$ cat src/rtl/toy_fetch_req_gen_if.sv
// ----------------------------------------------------------------------------
// toy_fetch_req_gen_if
//   Bundles every non-clock/reset signal of the fetch request generator.
//   master : the generator (drives imem requests, fq writes, fq_clear)
//   slave  : the environment (imem, fetch queue, redirect source)
//
//   Handshake rule for every *_vld/*_rdy pair: a transfer happens on a rising
//   clock edge where both vld and rdy are high. Once raised, vld and its
//   payload stay stable until that transfer, except that imem_req_vld may be
//   dropped by redirect_vld or rst.
//
//   dbg_* expose the internal counters so checkers can observe them.
// ----------------------------------------------------------------------------
interface toy_fetch_req_gen_if #(
  parameter int ADDR_WIDTH      = 32,
  parameter int INST_WIDTH      = 32,
  parameter int QUEUE_DEPTH     = 8,
  parameter int MAX_OUTSTANDING = 4
);
  localparam int CW = $clog2(QUEUE_DEPTH + 1);
  localparam int OW = $clog2(MAX_OUTSTANDING + 1);

  logic                           redirect_vld;
  logic [ADDR_WIDTH-1:0]          redirect_pc;
  logic                           imem_req_vld;
  logic                           imem_req_rdy;
  logic [ADDR_WIDTH-1:0]          imem_req_addr;
  logic                           imem_rsp_vld;
  logic                           imem_rsp_rdy;
  logic [INST_WIDTH-1:0]          imem_rsp_data;
  logic                           fq_req_vld;
  logic                           fq_req_rdy;
  logic [ADDR_WIDTH+INST_WIDTH-1:0] fq_req_pld;
  logic                           fq_clear;
  logic                           fq_pop;
  logic [CW-1:0]                  dbg_credits;
  logic [OW-1:0]                  dbg_outstanding;
  logic [OW-1:0]                  dbg_kill_cnt;

  modport master (
    input  redirect_vld, redirect_pc, imem_req_rdy, imem_rsp_vld,
           imem_rsp_data, fq_req_rdy, fq_pop,
    output imem_req_vld, imem_req_addr, imem_rsp_rdy, fq_req_vld,
           fq_req_pld, fq_clear, dbg_credits, dbg_outstanding, dbg_kill_cnt
  );

  modport slave (
    output redirect_vld, redirect_pc, imem_req_rdy, imem_rsp_vld,
           imem_rsp_data, fq_req_rdy, fq_pop,
    input  imem_req_vld, imem_req_addr, imem_rsp_rdy, fq_req_vld,
           fq_req_pld, fq_clear, dbg_credits, dbg_outstanding, dbg_kill_cnt
  );
endinterface

$ cat src/rtl/toy_fetch_req_gen.sv
// ----------------------------------------------------------------------------
// toy_fetch_req_gen
//   Instruction fetch request generator and sole writer of the fetch queue.
//   Issues sequential imem reads, tags each response with its PC through a
//   small tag FIFO and writes {pc, inst} to the fetch queue one cycle after
//   the response. Credits mirror free queue slots, so the queue write never
//   stalls. A redirect clears the queue, restarts fetch at redirect_pc and
//   arms a kill counter that discards responses still in flight.
//
// Ports
//   clk, rst : clock, synchronous active-high reset
//   bus      : toy_fetch_req_gen_if.master (redirect, imem req/rsp, fq write,
//              fq_clear, fq_pop credit return, debug counters)
// ----------------------------------------------------------------------------
module toy_fetch_req_gen #(
  parameter int                    ADDR_WIDTH      = 32,
  parameter int                    INST_WIDTH      = 32,
  parameter int                    QUEUE_DEPTH     = 8,
  parameter int                    MAX_OUTSTANDING = 4,
  parameter logic [ADDR_WIDTH-1:0] RESET_PC        = 32'h8000_0000
) (
  input  logic                   clk,
  input  logic                   rst,
  toy_fetch_req_gen_if.master    bus
);
  localparam int CW = $clog2(QUEUE_DEPTH + 1);
  localparam int OW = $clog2(MAX_OUTSTANDING + 1);
  localparam int PW = (MAX_OUTSTANDING > 1) ? $clog2(MAX_OUTSTANDING) : 1;

  logic [ADDR_WIDTH-1:0]            pc_q, pc_d;
  logic [CW-1:0]                    credits_q, credits_d;
  logic [OW-1:0]                    outstanding_q, outstanding_d;
  logic [OW-1:0]                    kill_cnt_q, kill_cnt_d;
  logic [PW-1:0]                    wr_ptr_q, wr_ptr_d;
  logic [PW-1:0]                    rd_ptr_q, rd_ptr_d;
  logic [ADDR_WIDTH-1:0]            tag_mem_q [MAX_OUTSTANDING];
  logic [ADDR_WIDTH-1:0]            tag_mem_d [MAX_OUTSTANDING];
  logic                             fq_vld_q, fq_vld_d;
  logic [ADDR_WIDTH+INST_WIDTH-1:0] fq_pld_q, fq_pld_d;

  logic                             can_issue;
  logic                             issue;
  logic                             rsp;
  logic [CW-1:0]                    credits_after_issue;

  function automatic logic [PW-1:0] ptr_inc(input logic [PW-1:0] p);
    return (p == PW'(MAX_OUTSTANDING - 1)) ? '0 : p + PW'(1);
  endfunction

  always_comb begin
    can_issue = !rst && !bus.redirect_vld && (credits_q != '0) &&
                (outstanding_q != OW'(MAX_OUTSTANDING));
    issue     = can_issue && bus.imem_req_rdy;
    rsp       = bus.imem_rsp_vld;

    pc_d          = pc_q;
    wr_ptr_d      = wr_ptr_q;
    rd_ptr_d      = rd_ptr_q;
    tag_mem_d     = tag_mem_q;
    kill_cnt_d    = kill_cnt_q;
    fq_vld_d      = fq_vld_q;
    fq_pld_d      = fq_pld_q;
    outstanding_d = outstanding_q + OW'(issue) - OW'(rsp);

    // Apply the issue first so a pop arriving with a full credit count and a
    // same-cycle issue still nets to zero.
    credits_after_issue = credits_q - CW'(issue);
    credits_d           = credits_after_issue;
    if (bus.fq_pop && (credits_after_issue != CW'(QUEUE_DEPTH))) begin
      credits_d = credits_after_issue + CW'(1);
    end

    if (issue) begin
      tag_mem_d[wr_ptr_q] = pc_q;
      wr_ptr_d            = ptr_inc(wr_ptr_q);
      pc_d                = pc_q + ADDR_WIDTH'(4);
    end

    // The queue write is consumed whenever rdy is sampled high; a fresh
    // response in the same cycle overrides the clear below.
    if (fq_vld_q && bus.fq_req_rdy) begin
      fq_vld_d = 1'b0;
    end

    // Stale responses still pop the tag FIFO so it stays aligned with imem.
    if (rsp) begin
      rd_ptr_d = ptr_inc(rd_ptr_q);
      if (kill_cnt_q != '0) begin
        kill_cnt_d = kill_cnt_q - OW'(1);
      end else if (!bus.redirect_vld) begin
        fq_vld_d = 1'b1;
        fq_pld_d = {tag_mem_q[rd_ptr_q], bus.imem_rsp_data};
      end
    end

    // Everything still in flight after this cycle's response is stale.
    if (bus.redirect_vld) begin
      pc_d       = bus.redirect_pc;
      credits_d  = CW'(QUEUE_DEPTH);
      fq_vld_d   = 1'b0;
      kill_cnt_d = outstanding_q - OW'(rsp);
    end
  end

  always_ff @(posedge clk) begin
    if (rst) begin
      pc_q          <= RESET_PC;
      credits_q     <= CW'(QUEUE_DEPTH);
      outstanding_q <= '0;
      kill_cnt_q    <= '0;
      wr_ptr_q      <= '0;
      rd_ptr_q      <= '0;
      fq_vld_q      <= 1'b0;
      fq_pld_q      <= '0;
    end else begin
      pc_q          <= pc_d;
      credits_q     <= credits_d;
      outstanding_q <= outstanding_d;
      kill_cnt_q    <= kill_cnt_d;
      wr_ptr_q      <= wr_ptr_d;
      rd_ptr_q      <= rd_ptr_d;
      fq_vld_q      <= fq_vld_d;
      fq_pld_q      <= fq_pld_d;
    end
  end

  // Tag storage holds data only; validity is tracked by the pointers.
  always_ff @(posedge clk) begin
    tag_mem_q <= tag_mem_d;
  end

  assign bus.imem_req_vld    = can_issue;
  assign bus.imem_req_addr   = pc_q;
  assign bus.imem_rsp_rdy    = 1'b1;
  assign bus.fq_req_vld      = fq_vld_q;
  assign bus.fq_req_pld      = fq_pld_q;
  assign bus.fq_clear        = bus.redirect_vld && !rst;
  assign bus.dbg_credits     = credits_q;
  assign bus.dbg_outstanding = outstanding_q;
  assign bus.dbg_kill_cnt    = kill_cnt_q;

  // A response with nothing outstanding means imem and this block disagree.
  a_rsp_needs_outstanding: assert property (
    @(posedge clk) disable iff (rst) bus.imem_rsp_vld |-> (outstanding_q != '0)
  );
endmodule

$ cat src/flat_wrapper.sv
// flat-port wrapper written by rule: the top's interface ports become plain ports
module toy_fetch_req_gen_flat 
#(
  parameter int                    ADDR_WIDTH      = 32,
  parameter int                    INST_WIDTH      = 32,
  parameter int                    QUEUE_DEPTH     = 8,
  parameter int                    MAX_OUTSTANDING = 4,
  parameter logic [ADDR_WIDTH-1:0] RESET_PC        = 32'h8000_0000
)
  (clk, rst, bus_redirect_vld, bus_redirect_pc, bus_imem_req_rdy, bus_imem_rsp_vld, bus_imem_rsp_data, bus_fq_req_rdy, bus_fq_pop, bus_imem_req_vld, bus_imem_req_addr, bus_imem_rsp_rdy, bus_fq_req_vld, bus_fq_req_pld, bus_fq_clear, bus_dbg_credits, bus_dbg_outstanding, bus_dbg_kill_cnt);
  toy_fetch_req_gen_if #(.ADDR_WIDTH(ADDR_WIDTH), .INST_WIDTH(INST_WIDTH), .QUEUE_DEPTH(QUEUE_DEPTH), .MAX_OUTSTANDING(MAX_OUTSTANDING)) bus_i ();
  input  logic clk;
  input  logic rst;
  input wire logic [$bits(bus_i.redirect_vld)-1:0] bus_redirect_vld;
  input wire logic [$bits(bus_i.redirect_pc)-1:0] bus_redirect_pc;
  input wire logic [$bits(bus_i.imem_req_rdy)-1:0] bus_imem_req_rdy;
  input wire logic [$bits(bus_i.imem_rsp_vld)-1:0] bus_imem_rsp_vld;
  input wire logic [$bits(bus_i.imem_rsp_data)-1:0] bus_imem_rsp_data;
  input wire logic [$bits(bus_i.fq_req_rdy)-1:0] bus_fq_req_rdy;
  input wire logic [$bits(bus_i.fq_pop)-1:0] bus_fq_pop;
  output wire logic [$bits(bus_i.imem_req_vld)-1:0] bus_imem_req_vld;
  output wire logic [$bits(bus_i.imem_req_addr)-1:0] bus_imem_req_addr;
  output wire logic [$bits(bus_i.imem_rsp_rdy)-1:0] bus_imem_rsp_rdy;
  output wire logic [$bits(bus_i.fq_req_vld)-1:0] bus_fq_req_vld;
  output wire logic [$bits(bus_i.fq_req_pld)-1:0] bus_fq_req_pld;
  output wire logic [$bits(bus_i.fq_clear)-1:0] bus_fq_clear;
  output wire logic [$bits(bus_i.dbg_credits)-1:0] bus_dbg_credits;
  output wire logic [$bits(bus_i.dbg_outstanding)-1:0] bus_dbg_outstanding;
  output wire logic [$bits(bus_i.dbg_kill_cnt)-1:0] bus_dbg_kill_cnt;
  assign bus_i.redirect_vld = bus_redirect_vld;
  assign bus_i.redirect_pc = bus_redirect_pc;
  assign bus_i.imem_req_rdy = bus_imem_req_rdy;
  assign bus_i.imem_rsp_vld = bus_imem_rsp_vld;
  assign bus_i.imem_rsp_data = bus_imem_rsp_data;
  assign bus_i.fq_req_rdy = bus_fq_req_rdy;
  assign bus_i.fq_pop = bus_fq_pop;
  assign bus_imem_req_vld = bus_i.imem_req_vld;
  assign bus_imem_req_addr = bus_i.imem_req_addr;
  assign bus_imem_rsp_rdy = bus_i.imem_rsp_rdy;
  assign bus_fq_req_vld = bus_i.fq_req_vld;
  assign bus_fq_req_pld = bus_i.fq_req_pld;
  assign bus_fq_clear = bus_i.fq_clear;
  assign bus_dbg_credits = bus_i.dbg_credits;
  assign bus_dbg_outstanding = bus_i.dbg_outstanding;
  assign bus_dbg_kill_cnt = bus_i.dbg_kill_cnt;
  toy_fetch_req_gen #(.ADDR_WIDTH(ADDR_WIDTH), .INST_WIDTH(INST_WIDTH), .QUEUE_DEPTH(QUEUE_DEPTH), .MAX_OUTSTANDING(MAX_OUTSTANDING), .RESET_PC(RESET_PC)) u_core (.clk(clk), .rst(rst), .bus(bus_i));
endmodule
$ cat config.mk
export PLATFORM = sky130hd
export DESIGN_NAME = toy_fetch_req_gen_flat
export DESIGN_NICKNAME = d
export VERILOG_FILES = /design/src/rtl/toy_fetch_req_gen_if.sv /design/src/rtl/toy_fetch_req_gen.sv /design/src/flat_wrapper.sv
export SDC_FILE = /design/constraint.sdc
export NUM_CORES = 1
export LEC_CHECK = 0
export ABC_CLOCK_PERIOD_IN_PS = 2730
export BUFFER_PORTS_ARGS = -buffer_cell sky130_fd_sc_hd__buf_4
export CORE_MARGIN = 2
export CORE_UTILIZATION = 45
export DETAILED_ROUTE_END_ITERATION = 12
export PLACE_DENSITY = 0.69
export SLEW_MARGIN = 40
export SYNTH_ARGS = -nofsm -noshare
export SYNTH_HDL_FRONTEND = slang
export SYNTH_SLANG_ARGS = --single-unit
$ cat constraint.sdc
create_clock -name clk -period 2.73 [get_ports clk]
set_clock_uncertainty 0.1 [all_clocks]
set_input_delay 0.273 -clock clk [delete_from_list [all_inputs] [get_ports clk]]
set_output_delay 0.273 -clock clk [all_outputs]
set_load 0.01 [all_outputs]
## After elaboration in Yosys (flattened, before gate mapping)

Cells that the tools add are included.

- $add $sub $neg: 9
- Magnitude comparators: 3
- Eq/ne operators: 4
- Multiplexer cells: 17
- Bitwise gates (word level): 4
- Reductions and logical operators: 18

Operator list:

| operator | number |
|---|---|
| $mux W32 | 5 |
| $bwmux W128 | 1 |
| $bmux W32 S2 | 1 |
| $demux W32 S2 | 1 |
| $add A32 B3 Y32 const B | 1 |
| $mux W3 | 3 |
| $logic_and A1 B1 Y1 | 8 |
| $ge A3 B3 Y1 const B | 2 |
| $not A2 Y3 | 2 |
| $reduce_bool A2 Y1 | 3 |
| $sub A3 B1 Y3 | 2 |
| $add A2 B1 Y2 const B | 2 |
| $add A4 B1 Y4 const B | 1 |
| $eq A2 B2 Y1 const B | 2 |
| $mux W2 | 2 |
| $mux W4 | 1 |
| $ne A4 B4 Y1 const B | 1 |
| $reduce_bool A4 Y1 | 1 |
| $sub A4 B1 Y4 | 1 |
| $add A3 B1 Y3 | 1 |
| $lt A3 B1 Y1 const B | 1 |
| $mux W1 | 3 |
| $ne A3 B3 Y1 const B | 1 |
| $reduce_and A3 Y1 | 1 |
| other kinds (6) | 8 |

- Bits in registers: 239
- Output and inout bits: 110
- Word-level logic and storage cells: 67

## Depth between registers and ports, before layout

Gate-level depths: netlist of run 1.

- Depth in word-level cells: 9
- Depth in mapped cells: 14

## Least setup slack after synthesis of run 1

OpenSTA, ideal clock, no wires.

- Path type: input-to-reg
- From: input bus_redirect_vld
- To: register u_core.tag_mem_q[0] (netlist name) (enable)
- Data arrival time: 2.407 ns
- Data required time: 2.238 ns
- Path slack: -0.169 ns
- Stages on the path: 8
- Path buffers: 4
- Path through: buf_6 > or3b_1 > or3_1 > buf_4 > clkinv_4 > buf_6 > buf_2 > and2_1

- Cells in the longest elaborated chain, start to end: 5

Ends and longest elaborated chain:

| element | line | text |
|---|---|---|
| from (decl) | flat_wrapper.sv:14 | `input wire logic [$bits(bus_i.redirect_vld)-1:0] bus_redirect_vld;` |
| $logic_not A1 Y1 | toy_fetch_req_gen.sv:51 | `can_issue = !rst && !bus.redirect_vld && (credits_q != '0) &&` |
| $logic_and A1 B1 Y1 (3 in series) | toy_fetch_req_gen.sv:51 |  |
| $logic_and A1 B1 Y1 | toy_fetch_req_gen.sv:53 | `issue = can_issue && bus.imem_req_rdy;` |
| named net u_core.issue | toy_fetch_req_gen.sv:42 | `logic issue;` |
| to (signal assigned) | toy_fetch_req_gen.sv:129 | `tag_mem_q <= tag_mem_d;` |
| to (decl) | toy_fetch_req_gen.sv:36 | `logic [ADDR_WIDTH-1:0] tag_mem_q [MAX_OUTSTANDING];` |

The timed path passes the listed nets, and every way through them passes these cells.
A chain may end at the register's enable or synchronous reset.

## Worst setup path after layout of run 1

- From: register u_core.credits_q[2], in the netlist u_core.bus.dbg_credits[2]
- To: register u_core.credits_q[2], in the netlist u_core.bus.dbg_credits[2]

- Cells in the longest elaborated chain, start to end: 8

Ends and longest elaborated chain:

| element | line | text |
|---|---|---|
| from (decl) | toy_fetch_req_gen.sv:31 | `logic [CW-1:0] credits_q, credits_d;` |
| from (signal assigned) | toy_fetch_req_gen.sv:108 | `credits_q <= CW'(QUEUE_DEPTH);` |
| from (signal assigned) | toy_fetch_req_gen.sv:117 | `credits_q <= credits_d;` |
| $reduce_bool A4 Y1 | toy_fetch_req_gen.sv:51 |  |
| $logic_and A1 B1 Y1 (2 in series) | toy_fetch_req_gen.sv:51 |  |
| $logic_and A1 B1 Y1 | toy_fetch_req_gen.sv:53 |  |
| $sub A4 B1 Y4 * | toy_fetch_req_gen.sv:67 | `credits_after_issue = credits_q - CW'(issue);` |
| branches (longest 2 deep; another with $add A4 B1 Y4) | n/a |  |
| $mux W4 * | toy_fetch_req_gen.sv:69 | `if (bus.fq_pop && (credits_after_issue != CW'(QUEUE_DEPTH))) begin` |

Every way passes the cells marked *.

==> flow_summary.ini, run 1 <==
[run_status]
status = complete, no violations

[timing]
timing.final.crit_share_pct = 94.3
whs_ns = 0.0229
tightest_slew_ns = 0.734
drv_slew = 0
fmax_mhz = 388
setup_viol = 0
rsz0062_at_grt = no
period_needed_ns = 2.57
hold_viol_final = 0
relSlewSlack_pct = 50.9
tns_ns = 0

[min_path]
hp-class = input port to flop
hold_start = bus_redirect_pc[23]
hold_depth = 3
worstHoldEndpoint = u_core.bus.imem_req_addr[23]$_SDFFE_PP0N_

[detailed_routing]
routed_wl_mm = 24.0
avgRoutedWirePerCell_um = 17.7
viasPerCell = 5.27
dr.pass1.iters = 4
drt_iter0_drc = 482
drc_errors = 0
final_antenna_net_count = 0
num_vias = 7136

[cts]
clockRootBuffer = clkbuf_16
clk_pin_slew_ns = 0.06
cts_buffer_depth = 3
cts_tree = built
cts_buffers = 25
cts_sinks = 239
cts-htree-levels = 1
clkLatencyLatePin_ns = 0.52
post_cts_buffers = 0

[setup_path]
cp_max_fo = 12
critPathKind = flop to flop
r2r_slack_ns = 0.16
timing.rr.start = u_core.bus.dbg_credits[2]$_SDFF_PP0_
critPathRequiredTime_ns = 3.06
rr_worst_depth = 11
start_kind = flop
critical_path_arrival_ns = 2.91
end_kind = flop
crit-reg2reg-capture = u_core.bus.dbg_credits[2]$_SDFF_PP0_

[final_layout]
layout_common_cells = 202 x buf_4, 178 x nand2_1, 128 x edfxtp_1
fin_nets = 1147
final_cell_count_no_fill = 1353
area.growth.synth_to_final_pct = 34.6
final_common_cell = buf_4
drive_above_1_share_pct = 27.2
final_cell_area_um2 = 12900
insertedDiodeCount = 0
post-route-util_pct = 61.6
fill_cells = 1601

[power]
clkPwrFrac_pct = 38.4
p_int_w = 0.00645
netSwitchingPower_w = 0.00201
p_leak_nw = 4.86
pwr-share-comb_pct = 13.3
seqPwrFrac_pct = 48.2
ir_drop_mv = 0.433
switching_share_pct = 23.8
powerDensity_nw_per_um2 = 654

[grt]
grt_pass1_vias = 7083
grt-ovfl-total = 0
grt_usage_pct = 21.3
grt_pass1_wl_mm = 37.5
antenna_found_initial = 0
grt_max_degree = 75

[floorplan]
die_h_um = 150
rows = 53
dieArea_um2 = 22500
start_util_pct = 45.7
die_w_um = 150
core_area_um2 = 21000
io_pins = 181

[logic_synthesis]
synthArstFlopShare_pct = 0
syn_area_per_cell_um2 = 12.0
yosys_warnings = 0
ys.flop_type = edfxtp_1
syn_area_um2 = 9610
yosysSeqAreaShare_pct = 63.1
ys_types = 56
synth_nets = 889
synthCells = 801
synth_edf_count = 128
synth_seq_cells = 239

[placement]
hpwl_mm = 15.4
placedCellCount = 1241
place_area_um2 = 11500
routabilityCongestion = 0.849
io_buffer_count = 179

[flow_run]
maxCapViolCount = 0
==> through the flow <==
stage | power, W | worst slack (ns)
detailed placement | 0.00521 | 0.145
global route | 0.00881 | 0.0137
CTS | 0.00853 | 0.186
finish | 0.00847 | 0.156
floorplan | 0.00471 | 0.00454
global placement | 0.00519 | 0.212
==> flip-flops by register name, indices dropped and copies added, names as in the netlist <==
signal,cells
u_core.bus.dbg_credits,4
u_core.bus.fq_req_pld,64
u_core.tag_mem_q,128
u_core.bus.imem_req_addr,32
u_core.rd_ptr_q,2
u_core.bus.dbg_kill_cnt,3
u_core.wr_ptr_q,2
u_core.bus.dbg_outstanding,3
u_core.bus.fq_req_vld,1
==> kinds of logic (layout without fill, tap and decap cells) <==
kind of cell / count (synthesis) / in the layout / share of synthesized area (%)
buffers and inverters: 69 / 346 / 3.02
other: 1 / 1 / 0.0390
adders and majority gates: 17 / 17 / 2.29
AOI/OAI and AO/OA: 127 / 127 / 7.72
xor gates and xnor gates: 14 / 14 / 1.28
DFF: 239 / 239 / 63.1
and+or+nand+nor: 288 / 288 / 13.5
muxes: 46 / 46 / 9.02
==> worst max-delay path by stage <==
stage,startpoint,end,slack (ns),cells past startpoint
after floorplan,bus_redirect_vld,u_core.bus.dbg_credits[2]$_SDFF_PP0_,0.005,14
after global placement,bus_redirect_vld,u_core.bus.dbg_credits[2]$_SDFF_PP0_,0.21,11
after detailed placement,bus_redirect_vld,u_core.bus.dbg_credits[2]$_SDFF_PP0_,0.14,11
after CTS,u_core.bus.dbg_credits[2]$_SDFF_PP0_,u_core.bus.dbg_credits[2]$_SDFF_PP0_,0.19,11
after global routing,u_core.bus.dbg_outstanding[2]$_SDFF_PP0_,u_core.bus.imem_req_addr[27]$_SDFFE_PP0N_,0.01,7
final,u_core.bus.dbg_credits[2]$_SDFF_PP0_,u_core.bus.dbg_credits[2]$_SDFF_PP0_,0.16,11
==> area by class of cell <==
type                       count  area, µm²  area share (%)
clock buffer                  34        679            5.25
clock inverter                12        115           0.890
inverter                      22       87.6           0.677
multi-input combinational    493       3280            25.3
sequential                   239       6070            46.9
tap                          275        344            2.66
timing repair buffer         278       2370            18.3
==> routing by layer <==
metal | GRT usage, % | vias up | share of wire, %
met5 | 0 | - | 0
met4 | 5.52 | 0 | 1.5
met3 | 3.55 | 32 | 6.7
met2 | 37.1 | 242 | 50
met1 | 27.8 | 3430 | 42
li1 | - | 3432 | -
==> cell usage after synthesis, types with 4 or more instances <==
library cell | n | area (µm²)
nand2_1 | 178 | 668
edfxtp_1 | 128 | 3840
dfxtp_1 | 111 | 2220
a21oi_1 | 77 | 385
clkbuf_1 | 36 | 135
mux4_2 | 32 | 721
nor2_1 | 28 | 105
inv_1 | 21 | 78.8
nand4_1 | 17 | 106
ha_1 | 16 | 200
nand3_1 | 15 | 75.1
a31oi_1 | 12 | 75.1
o21ai_0 | 11 | 55.1
mux2i_1 | 9 | 90.1
and2_1 | 8 | 50.1
and3_1 | 8 | 50.1
xnor2_1 | 7 | 61.3
xor2_1 | 7 | 61.3
nor3_1 | 6 | 30.0
nor4_1 | 5 | 31.3
or4_1 | 5 | 37.5
buf_1 | 4 | 15.0
or3_1 | 4 | 25.0
==> power by group through the flow <==
stage / combinational (W) / sequential [W] / clock (W)
finish: 0.00113 / 0.00408 / 0.00326
global route: 0.00124 / 0.00411 / 0.00347
CTS: 0.00113 / 0.00408 / 0.00331
detailed placement: 0.00105 / 0.00416 / 0
global placement: 0.00104 / 0.00415 / 0
floorplan: 0.000529 / 0.00418 / 0
==> critical path: stages (launching register included) <==
cell and delay, ns:
dfxtp_1 0.37, nor4_1 0.32, buf_4 0.17, or3_1 0.17, clkinv_4 0.13, ha_1 0.21
ha_1 0.30, inv_1 0.11, ha_1 0.15, nand2_1 0.06, a211o_1 0.27, a21oi_1 0.13
==> what timing repair did <==
item | in CTS | in global routing
gates resized for setup | 0 | 0
hold buffers | 66 | 0
hold endpoints to repair | 66 | 0
(Power assumes the default switching activity.)
==> run 2, diff against run 1 <==
--- a/config.mk
+++ b/config.mk
@@ -5,12 +5,11 @@
 export SDC_FILE = /design/constraint.sdc
 export NUM_CORES = 1
 export LEC_CHECK = 0
-export ABC_CLOCK_PERIOD_IN_PS = 2730
 export BUFFER_PORTS_ARGS = -buffer_cell sky130_fd_sc_hd__buf_4
 export CORE_MARGIN = 2
-export CORE_UTILIZATION = 45
+export CORE_UTILIZATION = 30
 export DETAILED_ROUTE_END_ITERATION = 12
-export PLACE_DENSITY = 0.69
+export MAX_ROUTING_LAYER = met4
 export SLEW_MARGIN = 40
 export SYNTH_ARGS = -nofsm -noshare
 export SYNTH_HDL_FRONTEND = slang
==> run 2 against run 1 <==
Maximum frequency up 1.2%. Combinational power about the same. Die area rose by 49%. Register-to-register slack better by 0.03 ns. Total power increased by 2.4%. Count of clock-buffer cells in the layout grew 2. Sequential power hardly changed. Critical endpoint is now u_core.bus.dbg_outstanding[2]$_SDFF_PP0_. Highest routed layer unchanged.
==> flow_summary.ini, run 2 (synthesized netlist as in run 1, its figures left out) <==
[timing]
fmax_mhz = 393
tns_ns = 0
hold_viol_final = 0
timing.final.crit_share_pct = 93.2
period_needed_ns = 2.54
setup_viol = 0
rsz0062_at_grt = no
worst_slack_ns = 0.186
tightest_slew_ns = 0.843
whs_ns = 0.251
drv_slew = 0
relSlewSlack_pct = 43.8

[final_layout]
fin_nets = 1152
drive_above_1_share_pct = 27.6
final_common_cell = buf_4
layout_common_cells = 203 x buf_4, 178 x nand2_1, 128 x edfxtp_1
insertedDiodeCount = 0
largest_register = u_core.tag_mem_q
final_cell_area_um2 = 13200
largest_reg_flops = 128
final_cell_count_no_fill = 1485
area.growth.synth_to_final_pct = 37.2

[setup_path]
crit_path_start = u_core.bus.dbg_credits[3]$_SDFF_PP1_
crit-reg2reg-capture = u_core.bus.dbg_outstanding[2]$_SDFF_PP0_
critPathKind = flop to flop
timing.rr.start = u_core.bus.dbg_credits[3]$_SDFF_PP1_
end_kind = flop
critPathRequiredTime_ns = 3.02
critical_path_arrival_ns = 2.83
cp_max_fo = 12
rr_worst_depth = 9
start_kind = flop
r2r_slack_ns = 0.19

[grt]
antenna_found_initial = 0
grt-ovfl-total = 0
grt_pass1_wl_mm = 39.1
grt_usage_pct = 15.4
grt_max_degree = 100
grt_pass1_vias = 7056

[detailed_routing]
drt_iter0_drc = 496
avgRoutedWirePerCell_um = 17.1
routed_wl_mm = 25.3
num_vias = 7012
drc_errors = 0
final_antenna_net_count = 0
viasPerCell = 4.72
dr.pass1.iters = 5

[floorplan]
start_util_pct = 30.5
rows = 65
die_h_um = 183
die_w_um = 183
dieArea_um2 = 33500
io_pins = 181
core_area_um2 = 31600

[cts]
cts-htree-levels = 1
clk_pin_slew_ns = 0.06
cts_sinks = 239
clockRootBuffer = clkbuf_16
cts_buffers = 27
clkLatencyLatePin_ns = 0.53
post_cts_buffers = 0
cts_tree = built
cts_buffer_depth = 3

[placement]
place_ws_ns = 0.217
place_area_um2 = 11700
io_buffer_count = 179
routabilityCongestion = 0.812
hpwl_mm = 16.7
placedCellCount = 1369

[min_path]
hold_start = bus_redirect_vld
hold_depth = 4
worstHoldEndpoint = u_core.bus.imem_req_addr[11]$_SDFFE_PP0N_
hp-class = input port to flop

[power]
p_leak_nw = 4.91
powerDensity_nw_per_um2 = 657
ir_drop_mv = 0.423

[run_status]
status = complete, no violations

[flow_run]
maxCapViolCount = 0
-- run 2: cell types whose count changed in the layout (fill, tap and decap cells not counted), sizes merged --
cell,change
clkbuf,+2
dlygate4sd3,+2
buf,+1
bufinv,-1
clkinv,+1
-- run 2: per-layer routing --
| metal | vias up | routed length (µm) | global-route usage, % |
|---|---|---|---|
| met4 | 0 | 544 | 4.10 |
| met1 | 3347 | 11400 | 19.8 |
| met3 | 46 | 1270 | 2.78 |
| met5 | - | 0 | - |
| li1 | 3434 | - | - |
| met2 | 185 | 12100 | 25.1 |
-- run 2: critical path, stage by stage, from the launching register on --
cell	delay, ns
dfxtp_1	0.37
nor4_1	0.41
or3_1	0.25
clkinv_4	0.07
buf_4	0.19
ha_1	0.22
fa_1	0.38
xnor2_1	0.21
xnor2_1	0.15
nor2_1	0.05
-- run 2: worst max-delay path by stage --
stage	to	slack (ns)
final	u_core.bus.dbg_outstanding[2]$_SDFF_PP0_	0.19
after global routing	u_core.bus.dbg_credits[2]$_SDFF_PP0_	0.07
after CTS	u_core.bus.dbg_outstanding[2]$_SDFF_PP0_	0.19
after detailed placement	u_core.bus.dbg_outstanding[2]$_SDFF_PP0_	0.22
after global placement	u_core.bus.dbg_outstanding[2]$_SDFF_PP0_	0.22
after floorplan	u_core.bus.dbg_credits[2]$_SDFF_PP0_	0.005
-- run 2: repair_timing --
item	in CTS	in global routing
gates resized for setup	0	0
hold buffers	68	0
endpoints found under the hold margin	70	0
-- run 2: area by class of cell --
type                    instances  area [µm²]
clock buffers                  36         764
well taps                     402         503
multi-input cells             493        3280
fillers                      2975       18400
clock inverters                12        93.8
repair buffers                281        2400
inverters                      22        87.6
flip-flops and latches        239        6070
-- run 2: power breakdown --
part	total (W)	switching (W)	internal (W)
logic	0.00113	0.000558	0.000568
registers	0.00409	0.000140	0.00395
clock network	0.00345	0.00140	0.00205
-- run 2: stage by stage --
step           util [%]  power (W)
3_3_place_gp       36.9    0.00522
4_1_cts            41.8    0.00879
3_5_place_dp       36.9    0.00523
6_report           41.8    0.00867
2_1_floorplan         -    0.00471
5_1_grt            41.8    0.00903
